## src/rtl/tm1638_pkg.sv

```systemverilog
// Shared definitions for the TM1638 frame sequencer: command bytes, frame
// and byte-transfer state encodings, and the display-control byte helper.
package tm1638_pkg;

  localparam logic [7:0] CMD_WRITE_AUTO = 8'h40;
  localparam logic [7:0] CMD_READ_KEYS  = 8'h42;
  localparam logic [7:0] CMD_ADDR0      = 8'hC0;
  localparam logic [7:0] CMD_DISP_CTRL  = 8'h80;

  localparam int NUM_DISP_BYTES = 16;
  localparam int NUM_KEY_BYTES  = 4;

  typedef enum logic [2:0] {IDLE, MODE, ADDR, CTRL, KEYS, GAP} frame_state_e;
  typedef enum logic [1:0] {X_IDLE, X_LATCH, X_WAIT_HI, X_WAIT_LO} xfer_state_e;

  function automatic logic [7:0] disp_ctrl_byte(input logic on, input logic [2:0] level);
    return CMD_DISP_CTRL | {4'b0000, on, level};
  endfunction

endpackage

```

## src/rtl/tm1638_xfer.sv

```systemverilog
// Single-byte handshake with tm1638_sio: one-cycle latch, wait for busy to
// rise (bounded by BUSY_TIMEOUT) then fall; sticky fault on a missed rise.
module tm1638_xfer
  import tm1638_pkg::*;
#(
  parameter int BUSY_TIMEOUT = 32
) (
  input  logic clk,
  input  logic rst,
  input  logic start,
  input  logic sio_busy,
  output logic sio_latch,
  output logic done,
  output logic fault
);

  localparam int CW = $clog2(BUSY_TIMEOUT + 1);

  xfer_state_e   state, state_d;
  logic [CW-1:0] wait_cnt, wait_cnt_d;
  logic          timeout;

  always_ff @(posedge clk) begin
    // NOTE: sequential state uses <= so every register samples pre-edge values.
    if (!rst) begin
      state    <= X_IDLE;
      wait_cnt <= '0;
      fault    <= 1'b0;
    end else begin
      state    <= state_d;
      wait_cnt <= wait_cnt_d;
      if (timeout) fault <= 1'b1;
    end
  end

  always_comb begin
    // NOTE: every output gets a default first so no path can infer a latch.
    state_d    = state;
    wait_cnt_d = wait_cnt;
    sio_latch  = 1'b0;
    done       = 1'b0;
    timeout    = 1'b0;
    case (state)
      X_IDLE: if (start) state_d = X_LATCH;
      X_LATCH: begin
        sio_latch  = 1'b1;
        wait_cnt_d = '0;
        state_d    = X_WAIT_HI;
      end
      X_WAIT_HI: begin
        if (sio_busy) begin
          state_d = X_WAIT_LO;
        end else if (wait_cnt == CW'(BUSY_TIMEOUT - 1)) begin
          // Give up on the engine but finish the byte so the frame can close.
          timeout = 1'b1;
          done    = 1'b1;
          state_d = X_IDLE;
        end else begin
          wait_cnt_d = wait_cnt + 1'b1;
        end
      end
      X_WAIT_LO: begin
        if (!sio_busy) begin
          done    = 1'b1;
          state_d = X_IDLE;
        end
      end
      default: state_d = X_IDLE;
    endcase
  end

endmodule

```

## src/rtl/tm1638_ctrl.sv

```systemverilog
// TM1638 frame sequencer: mode, address+16 display bytes, display control and,
// with TM1638_KEY_SCAN_EN defined, a 4-byte key-scan read, each in its own STB group.
module tm1638_ctrl
  import tm1638_pkg::*;
#(
  parameter int REFRESH_DIV  = 100000,
  parameter int STB_GAP      = 4,
  parameter int BUSY_TIMEOUT = 32
) (
  input  logic        clk,
  input  logic        rst,
  input  logic [63:0] seg,
  input  logic [7:0]  led,
  input  logic [2:0]  brightness,
  input  logic        display_on,
  input  logic        update,
  output logic        stb,
  output logic        sio_latch,
  output logic        sio_rw,
  output logic [7:0]  sio_wdata,
  input  logic [7:0]  sio_rdata,
  input  logic        sio_busy,
  output logic [31:0] keys,
  output logic        key_valid,
  output logic        ctrl_busy,
  output logic        fault
);

  localparam int RW = $clog2(REFRESH_DIV + 1);
  localparam int GW = $clog2(STB_GAP + 1);

  frame_state_e  state, state_d, gap_ret, gap_ret_d, next_group;
  logic [4:0]    byte_idx, byte_idx_d, last_idx;
  logic [3:0]    disp_idx;
  logic [GW-1:0] gap_cnt, gap_cnt_d;
  logic          in_flight, in_flight_d, stb_d, busy_d, start, snap, xfer_done;
  logic [7:0]    wdata_d, tx_byte;
  logic [RW-1:0] refresh_cnt;
  logic          pending, wrap;

  logic [63:0]   seg_q;
  logic [7:0]    led_q;
  logic [2:0]    bright_q;
  logic          on_q;

`ifdef TM1638_KEY_SCAN_EN
  logic [31:0]   key_shadow, key_shadow_d, keys_d;
  logic          key_valid_d, rw_d, rw_q, tx_rw;
  logic [1:0]    key_sel;
`endif

  tm1638_xfer #(.BUSY_TIMEOUT(BUSY_TIMEOUT)) u_xfer (
    .clk       (clk),
    .rst       (rst),
    .start     (start),
    .sio_busy  (sio_busy),
    .sio_latch (sio_latch),
    .done      (xfer_done),
    .fault     (fault)
  );

  assign wrap = (refresh_cnt == RW'(REFRESH_DIV - 1));

  // A new request wins over the IDLE clear so a pulse is never lost.
  always_ff @(posedge clk) begin
    if (!rst) begin
      refresh_cnt <= '0;
      pending     <= 1'b1;
    end else begin
      refresh_cnt <= wrap ? '0 : refresh_cnt + 1'b1;
      if (wrap || update)               pending <= 1'b1;
      else if (state == IDLE && pending) pending <= 1'b0;
    end
  end

  // NOTE: snapshot data needs no reset; it is only read after a load.
  always_ff @(posedge clk) begin
    if (snap) begin
      seg_q    <= seg;
      led_q    <= led;
      bright_q <= brightness;
      on_q     <= display_on;
    end
  end

  always_comb begin
    disp_idx   = 4'(byte_idx - 5'd1);
    tx_byte    = 8'h00;
    last_idx   = 5'd0;
    next_group = IDLE;
`ifdef TM1638_KEY_SCAN_EN
    tx_rw      = (state != KEYS) || (byte_idx == 5'd0);
`endif
    case (state)
      MODE: begin
        tx_byte    = CMD_WRITE_AUTO;
        next_group = ADDR;
      end
      ADDR: begin
        last_idx   = 5'(NUM_DISP_BYTES);
        next_group = CTRL;
        if (byte_idx == 5'd0)  tx_byte = CMD_ADDR0;
        else if (disp_idx[0])  tx_byte = {7'b0, led_q[disp_idx[3:1]]};
        else                   tx_byte = seg_q[{disp_idx[3:1], 3'b000} +: 8];
      end
      CTRL: begin
        tx_byte = disp_ctrl_byte(on_q, bright_q);
`ifdef TM1638_KEY_SCAN_EN
        next_group = KEYS;
`else
        next_group = IDLE;
`endif
      end
      KEYS: begin
        last_idx = 5'(NUM_KEY_BYTES);
        tx_byte  = (byte_idx == 5'd0) ? CMD_READ_KEYS : 8'h00;
      end
      default: ;
    endcase
  end

  always_comb begin
    state_d     = state;
    gap_ret_d   = gap_ret;
    byte_idx_d  = byte_idx;
    gap_cnt_d   = gap_cnt;
    in_flight_d = in_flight;
    stb_d       = stb;
    busy_d      = ctrl_busy;
    wdata_d     = sio_wdata;
    start       = 1'b0;
    snap        = 1'b0;
`ifdef TM1638_KEY_SCAN_EN
    rw_d         = rw_q;
    key_shadow_d = key_shadow;
    keys_d       = keys;
    key_valid_d  = 1'b0;
    key_sel      = 2'(byte_idx - 5'd1);
`endif
    case (state)
      IDLE: begin
        if (pending) begin
          snap       = 1'b1;
          busy_d     = 1'b1;
          byte_idx_d = 5'd0;
          stb_d      = 1'b0;
          state_d    = MODE;
        end
      end
      GAP: begin
        if (gap_cnt == GW'(STB_GAP - 1)) begin
          state_d = gap_ret;
          if (gap_ret == IDLE) busy_d = 1'b0;
          else                 stb_d  = 1'b0;
        end else begin
          gap_cnt_d = gap_cnt + 1'b1;
        end
      end
      default: begin
        if (!in_flight) begin
          start       = 1'b1;
          in_flight_d = 1'b1;
          wdata_d     = tx_byte;
`ifdef TM1638_KEY_SCAN_EN
          rw_d        = tx_rw;
`endif
        end else if (xfer_done) begin
          in_flight_d = 1'b0;
`ifdef TM1638_KEY_SCAN_EN
          if (state == KEYS && byte_idx != 5'd0)
            key_shadow_d[{key_sel, 3'b000} +: 8] = sio_rdata;
`endif
          if (byte_idx == last_idx) begin
            state_d    = GAP;
            gap_ret_d  = next_group;
            gap_cnt_d  = '0;
            byte_idx_d = 5'd0;
            stb_d      = 1'b1;
`ifdef TM1638_KEY_SCAN_EN
            if (state == KEYS) begin
              keys_d      = key_shadow_d;
              key_valid_d = 1'b1;
            end
`endif
          end else begin
            byte_idx_d = byte_idx + 5'd1;
          end
        end
      end
    endcase
  end

  always_ff @(posedge clk) begin
    if (!rst) begin
      state     <= IDLE;
      gap_ret   <= IDLE;
      byte_idx  <= 5'd0;
      gap_cnt   <= '0;
      in_flight <= 1'b0;
      stb       <= 1'b1;
      sio_wdata <= 8'h00;
      ctrl_busy <= 1'b0;
    end else begin
      state     <= state_d;
      gap_ret   <= gap_ret_d;
      byte_idx  <= byte_idx_d;
      gap_cnt   <= gap_cnt_d;
      in_flight <= in_flight_d;
      stb       <= stb_d;
      sio_wdata <= wdata_d;
      ctrl_busy <= busy_d;
    end
  end

`ifdef TM1638_KEY_SCAN_EN
  always_ff @(posedge clk) begin
    if (!rst) begin
      rw_q       <= 1'b1;
      key_shadow <= '0;
      keys       <= '0;
      key_valid  <= 1'b0;
    end else begin
      rw_q       <= rw_d;
      key_shadow <= key_shadow_d;
      keys       <= keys_d;
      key_valid  <= key_valid_d;
    end
  end

  assign sio_rw = rw_q;
`else
  assign sio_rw    = 1'b1;
  assign keys      = '0;
  assign key_valid = 1'b0;
  wire   unused_rdata = ^sio_rdata;
`endif

endmodule
```

## config.mk

```make
export PLATFORM = sky130hd
export DESIGN_NAME = tm1638_ctrl
export DESIGN_NICKNAME = d
export VERILOG_FILES = /design/src/rtl/tm1638_pkg.sv /design/src/rtl/tm1638_xfer.sv /design/src/rtl/tm1638_ctrl.sv
export SDC_FILE = /design/constraint.sdc
export NUM_CORES = 1
export LEC_CHECK = 0
export ABC_AREA = 1
export BUFFER_PORTS_ARGS = -buffer_cell sky130_fd_sc_hd__buf_2
export CAP_MARGIN = 20
export CORE_MARGIN = 2
export CORE_UTILIZATION = 49
export DETAILED_ROUTE_END_ITERATION = 8
export PLACE_DENSITY = 0.81
export SLEW_MARGIN = 10
export SYNTH_ARGS = -nofsm -noshare
export SYNTH_HDL_FRONTEND = slang
export SYNTH_SLANG_ARGS = --single-unit
```

## constraint.sdc

```tcl
create_clock -name clk -period 2.8 [get_ports clk]
set_input_delay 0.7 -clock clk [delete_from_list [all_inputs] [get_ports clk]]
set_output_delay 0.7 -clock clk [all_outputs]
set_load 0.02 [all_outputs]
```

==> run metrics <==
commonest non-fill, non-tap cells in the layout sky130_fd_sc_hd__nand2_1, sky130_fd_sc_hd__nor2_1, sky130_fd_sc_hd__buf_2; DRT Wirelength 11700 um; global route total overflow 0; final weighted congestion in routability-driven placement 0.815; number of antenna-violating nets in the routed design 0; final hold vios 0; instance area after placement 0.00632 mm2; row count 39; router iterations before antenna repair 4; routed wl met2 5760 um; kind of launch point of the worst setup path flip-flop; commonest non-fill, non-tap cell in the layout sky130_fd_sc_hd__nand2_1; leakage power summed over all cells 2.92 nW; detailed-route wire length on metal 1 4940 um; Diodes inserted 0; tightest slew margin relative to the limit 0.630; Most used DFF post-synth sky130_fd_sc_hd__edfxtp_1; gr usage total 0.194; count of state elements after synthesis 127; number of cells upsized or downsized after cts 0; number of antenna violations at the first check in global routing 0; worst reg2reg startpoint byte_idx[1]$_SDFFE_PN0P_; First DRT Iteration DRCs 262; Arr. time, crit path 2460 ps; total power density per cell area 845 mW/mm2; fmax 473 MHz; CTS Buffer Depth 2; H-tree depth 4; sequential area share after synthesis 0.563; Slowest-stage cell, CP sky130_fd_sc_hd__inv_2; total area of sequential cells 0.00330 mm2; cell types occupying the most area after synthesis sky130_fd_sc_hd__edfxtp_1, sky130_fd_sc_hd__dfxtp_1, sky130_fd_sc_hd__nand2_1; total of fill cells in the finished design 971; number of vias after detailed routing 4475; number of buffers added on ports 91; worst path cell trace inv_1 -> ha_1 -> inv_2 -> buf_4 -> nor2_1 -> o21ai_0 -> nand2_1 -> a21oi_1 -> o31ai_1 -> a31oi_1; Avg Inst Size Synth 9.12 um2; type of destination of the critical path flip-flop; maximum single-stage delay on the critical path 400 ps; pin count of the biggest net entering global routing 77; floorplan die width 113 um; Inserted Clock Buffers 17; number of instances in the synthesized netlist 643; Yosys Warn Count 0; area of the mapped netlist 0.00586 mm2; post-cts hold buffer count 0; Synth area leader sky130_fd_sc_hd__edfxtp_1; Initial Util 0.507; max_cap viols 0; final-report setup violation count 0; area overhead of the layout relative to synthesis 18.1%; number of max-slew violations in the final report 0; start point of the worst hold path seg[11]; setup repair after global routing missed its margin no; via count of the first global-routing pass 4119; routed wirelength normalized by instance count 13.0 um; crit path launch byte_idx[1]$_SDFFE_PN0P_; minimum clock period 2110 ps; class of the tightest hold or removal check in -> reg; multi-input gate area in the final layout 0.00211 mm2; Cell variety after synth 43; detailed-routed wire length on met3 789 um; proportion of layout cells with a drive suffix above 1 0.240; final std cell area, no fill 0.00693 mm2; DIE HEIGHT 113 um; core area 0.0116 mm2; share of async-settable or async-resettable flops after synthesis 0; worst path bufs/invs 3; final HPWL from detailed placement 8130 um; Critical Path Fanout Max 29; register clock-pin slew on the reported worst setup and hold paths 60 ps; number of nets in the final layout 836; clock latency at the later pin of the worst-skew pair 420 ps; area share of the largest cell type after synthesis 0.389; Least-Margin Pin Slew 550 ps; count of flip-flops with a built-in enable after synthesis 76; die area 0.0129 mm2; clk_skew 8.49 ps; global-route wire length before repair 19200 um; number of primary I/O pins 134; largest vdd supply drop 0.669 mV; final sum of negative setup slack 0 ps; number of buffers inserted to repair setup after CTS 0; DR DRC count 0; result of the run completed; critical path's top delay family buffers and inverters; class of the most critical setup path reg -> reg; CTS tree done; via-per-instance ratio 4.99; Clk Tree Root Cell sky130_fd_sc_hd__clkbuf_16; top layer in use met4; crit share post-route 0.754; data required time at the worst endpoint 3150 ps; clock tree sinks 127
worst register-to-register path: stages, from the launching register on:
cell	delay (ps)
sky130_fd_sc_hd__dfxtp_1	350
sky130_fd_sc_hd__inv_1	100
sky130_fd_sc_hd__ha_1	310
sky130_fd_sc_hd__inv_2	400
sky130_fd_sc_hd__buf_4	270
sky130_fd_sc_hd__nor2_1	50
sky130_fd_sc_hd__o21ai_0	150
sky130_fd_sc_hd__nand2_1	90
sky130_fd_sc_hd__a21oi_1	120
sky130_fd_sc_hd__o31ai_1	90
sky130_fd_sc_hd__a31oi_1	130
layout make-up:
| cell class | instances | area share |
|---|---|---|
| multi-input combinational | 438 | 0.304 |
| clock inverter | 15 | 0.0253 |
| inverter | 62 | 0.0341 |
| clock buffer | 17 | 0.0614 |
| timing repair buffer | 95 | 0.0719 |
| sequential | 127 | 0.477 |
| tap | 143 | 0.0258 |
cell usage after synthesis (3+ instances only):
cell type and count:
sky130_fd_sc_hd__nor3_1 13, sky130_fd_sc_hd__edfxtp_1 76, sky130_fd_sc_hd__nor2_1 96, sky130_fd_sc_hd__inv_2 16, sky130_fd_sc_hd__xor2_1 9, sky130_fd_sc_hd__o21ai_1 15
sky130_fd_sc_hd__nand3_1 26, sky130_fd_sc_hd__a21oi_1 34, sky130_fd_sc_hd__buf_2 7, sky130_fd_sc_hd__nand2_2 10, sky130_fd_sc_hd__buf_4 37, sky130_fd_sc_hd__nor2_2 9
sky130_fd_sc_hd__o21ai_0 33, sky130_fd_sc_hd__inv_1 43, sky130_fd_sc_hd__a31oi_1 3, sky130_fd_sc_hd__nand2_1 115, sky130_fd_sc_hd__ha_1 7, sky130_fd_sc_hd__dfxtp_1 51
sky130_fd_sc_hd__clkbuf_1 3, sky130_fd_sc_hd__nor4_1 3, sky130_fd_sc_hd__nand4_1 5, sky130_fd_sc_hd__nand3_2 4, sky130_fd_sc_hd__o21ai_2 4
where the power goes:
| part | switching, mW | internal, mW | total, mW | leakage (nW) |
|---|---|---|---|---|
| sequential | 0.0835 | 2.29 | 2.38 | 1.17 |
| combinational | 0.908 | 0.364 | 1.27 | 1.48 |
| clock | 0.868 | 1.33 | 2.20 | 0.277 |
state kept, by name, summed over array words and instances (netlist names):
signal           cells
u_xfer.fault         1
on_q                 1
gap_ret              2
byte_idx             5
gap_cnt              3
seg_q               64
ctrl_busy            1
u_xfer.state         2
state                3
led_q                8
pending              1
sio_wdata            8
u_xfer.wait_cnt      6
stb                  1
bright_q             3
refresh_cnt         17
in_flight            1
through the flow:
stage | worst slack, ps | power (mW) | hold WS, ps | instances | util
2_1_floorplan | 145 | 3.37 | 439 | 675 | -
3_3_place_gp | 704 | 3.64 | 444 | 865 | 0.547
3_5_place_dp | 700 | 3.67 | 457 | 865 | 0.547
4_1_cts | 675 | 5.89 | 440 | 897 | 0.599
5_1_grt | 414 | 6.17 | 433 | 897 | 0.599
6_report | 688 | 5.85 | 453 | 897 | 0.599
kinds of logic (layout without fill, tap and decap cells):
group / after synthesis / in the layout / synth area share
AOI/OAI and AO/OA: 96 / 96 / 0.0886
xor gates and xnor gates: 9 / 9 / 0.0134
adders and majority gates: 7 / 7 / 0.0149
buffers and inverters: 110 / 189 / 0.0975
DFF: 127 / 127 / 0.563
other: 2 / 34 / 0.00128
and+or+nand+nor: 292 / 292 / 0.221
worst paths after layout:
check | end | cells past startpoint | slack [ps]
worst min-delay path | seg_q[11]$_DFFE_PP_ | 1 | 450
worst max-delay path | sio_wdata[1]$_SDFFE_PN0P_ | 10 | 690
worst min register to register | gap_cnt[2]$_SDFFE_PN0P_ | 2 | 460
worst max register to register | sio_wdata[1]$_SDFFE_PN0P_ | 10 | 690
routing by layer:
| layer | GRT usage | up-vias |
|---|---|---|
| met2 | 0.326 | 175 |
| met1 | 0.231 | 2022 |
| met4 | 0.0715 | 0 |
| li1 | - | 2257 |
| met3 | 0.0675 | 21 |
| met5 | 0 | - |
No activity file was read; power rests on OpenSTA's default activity.
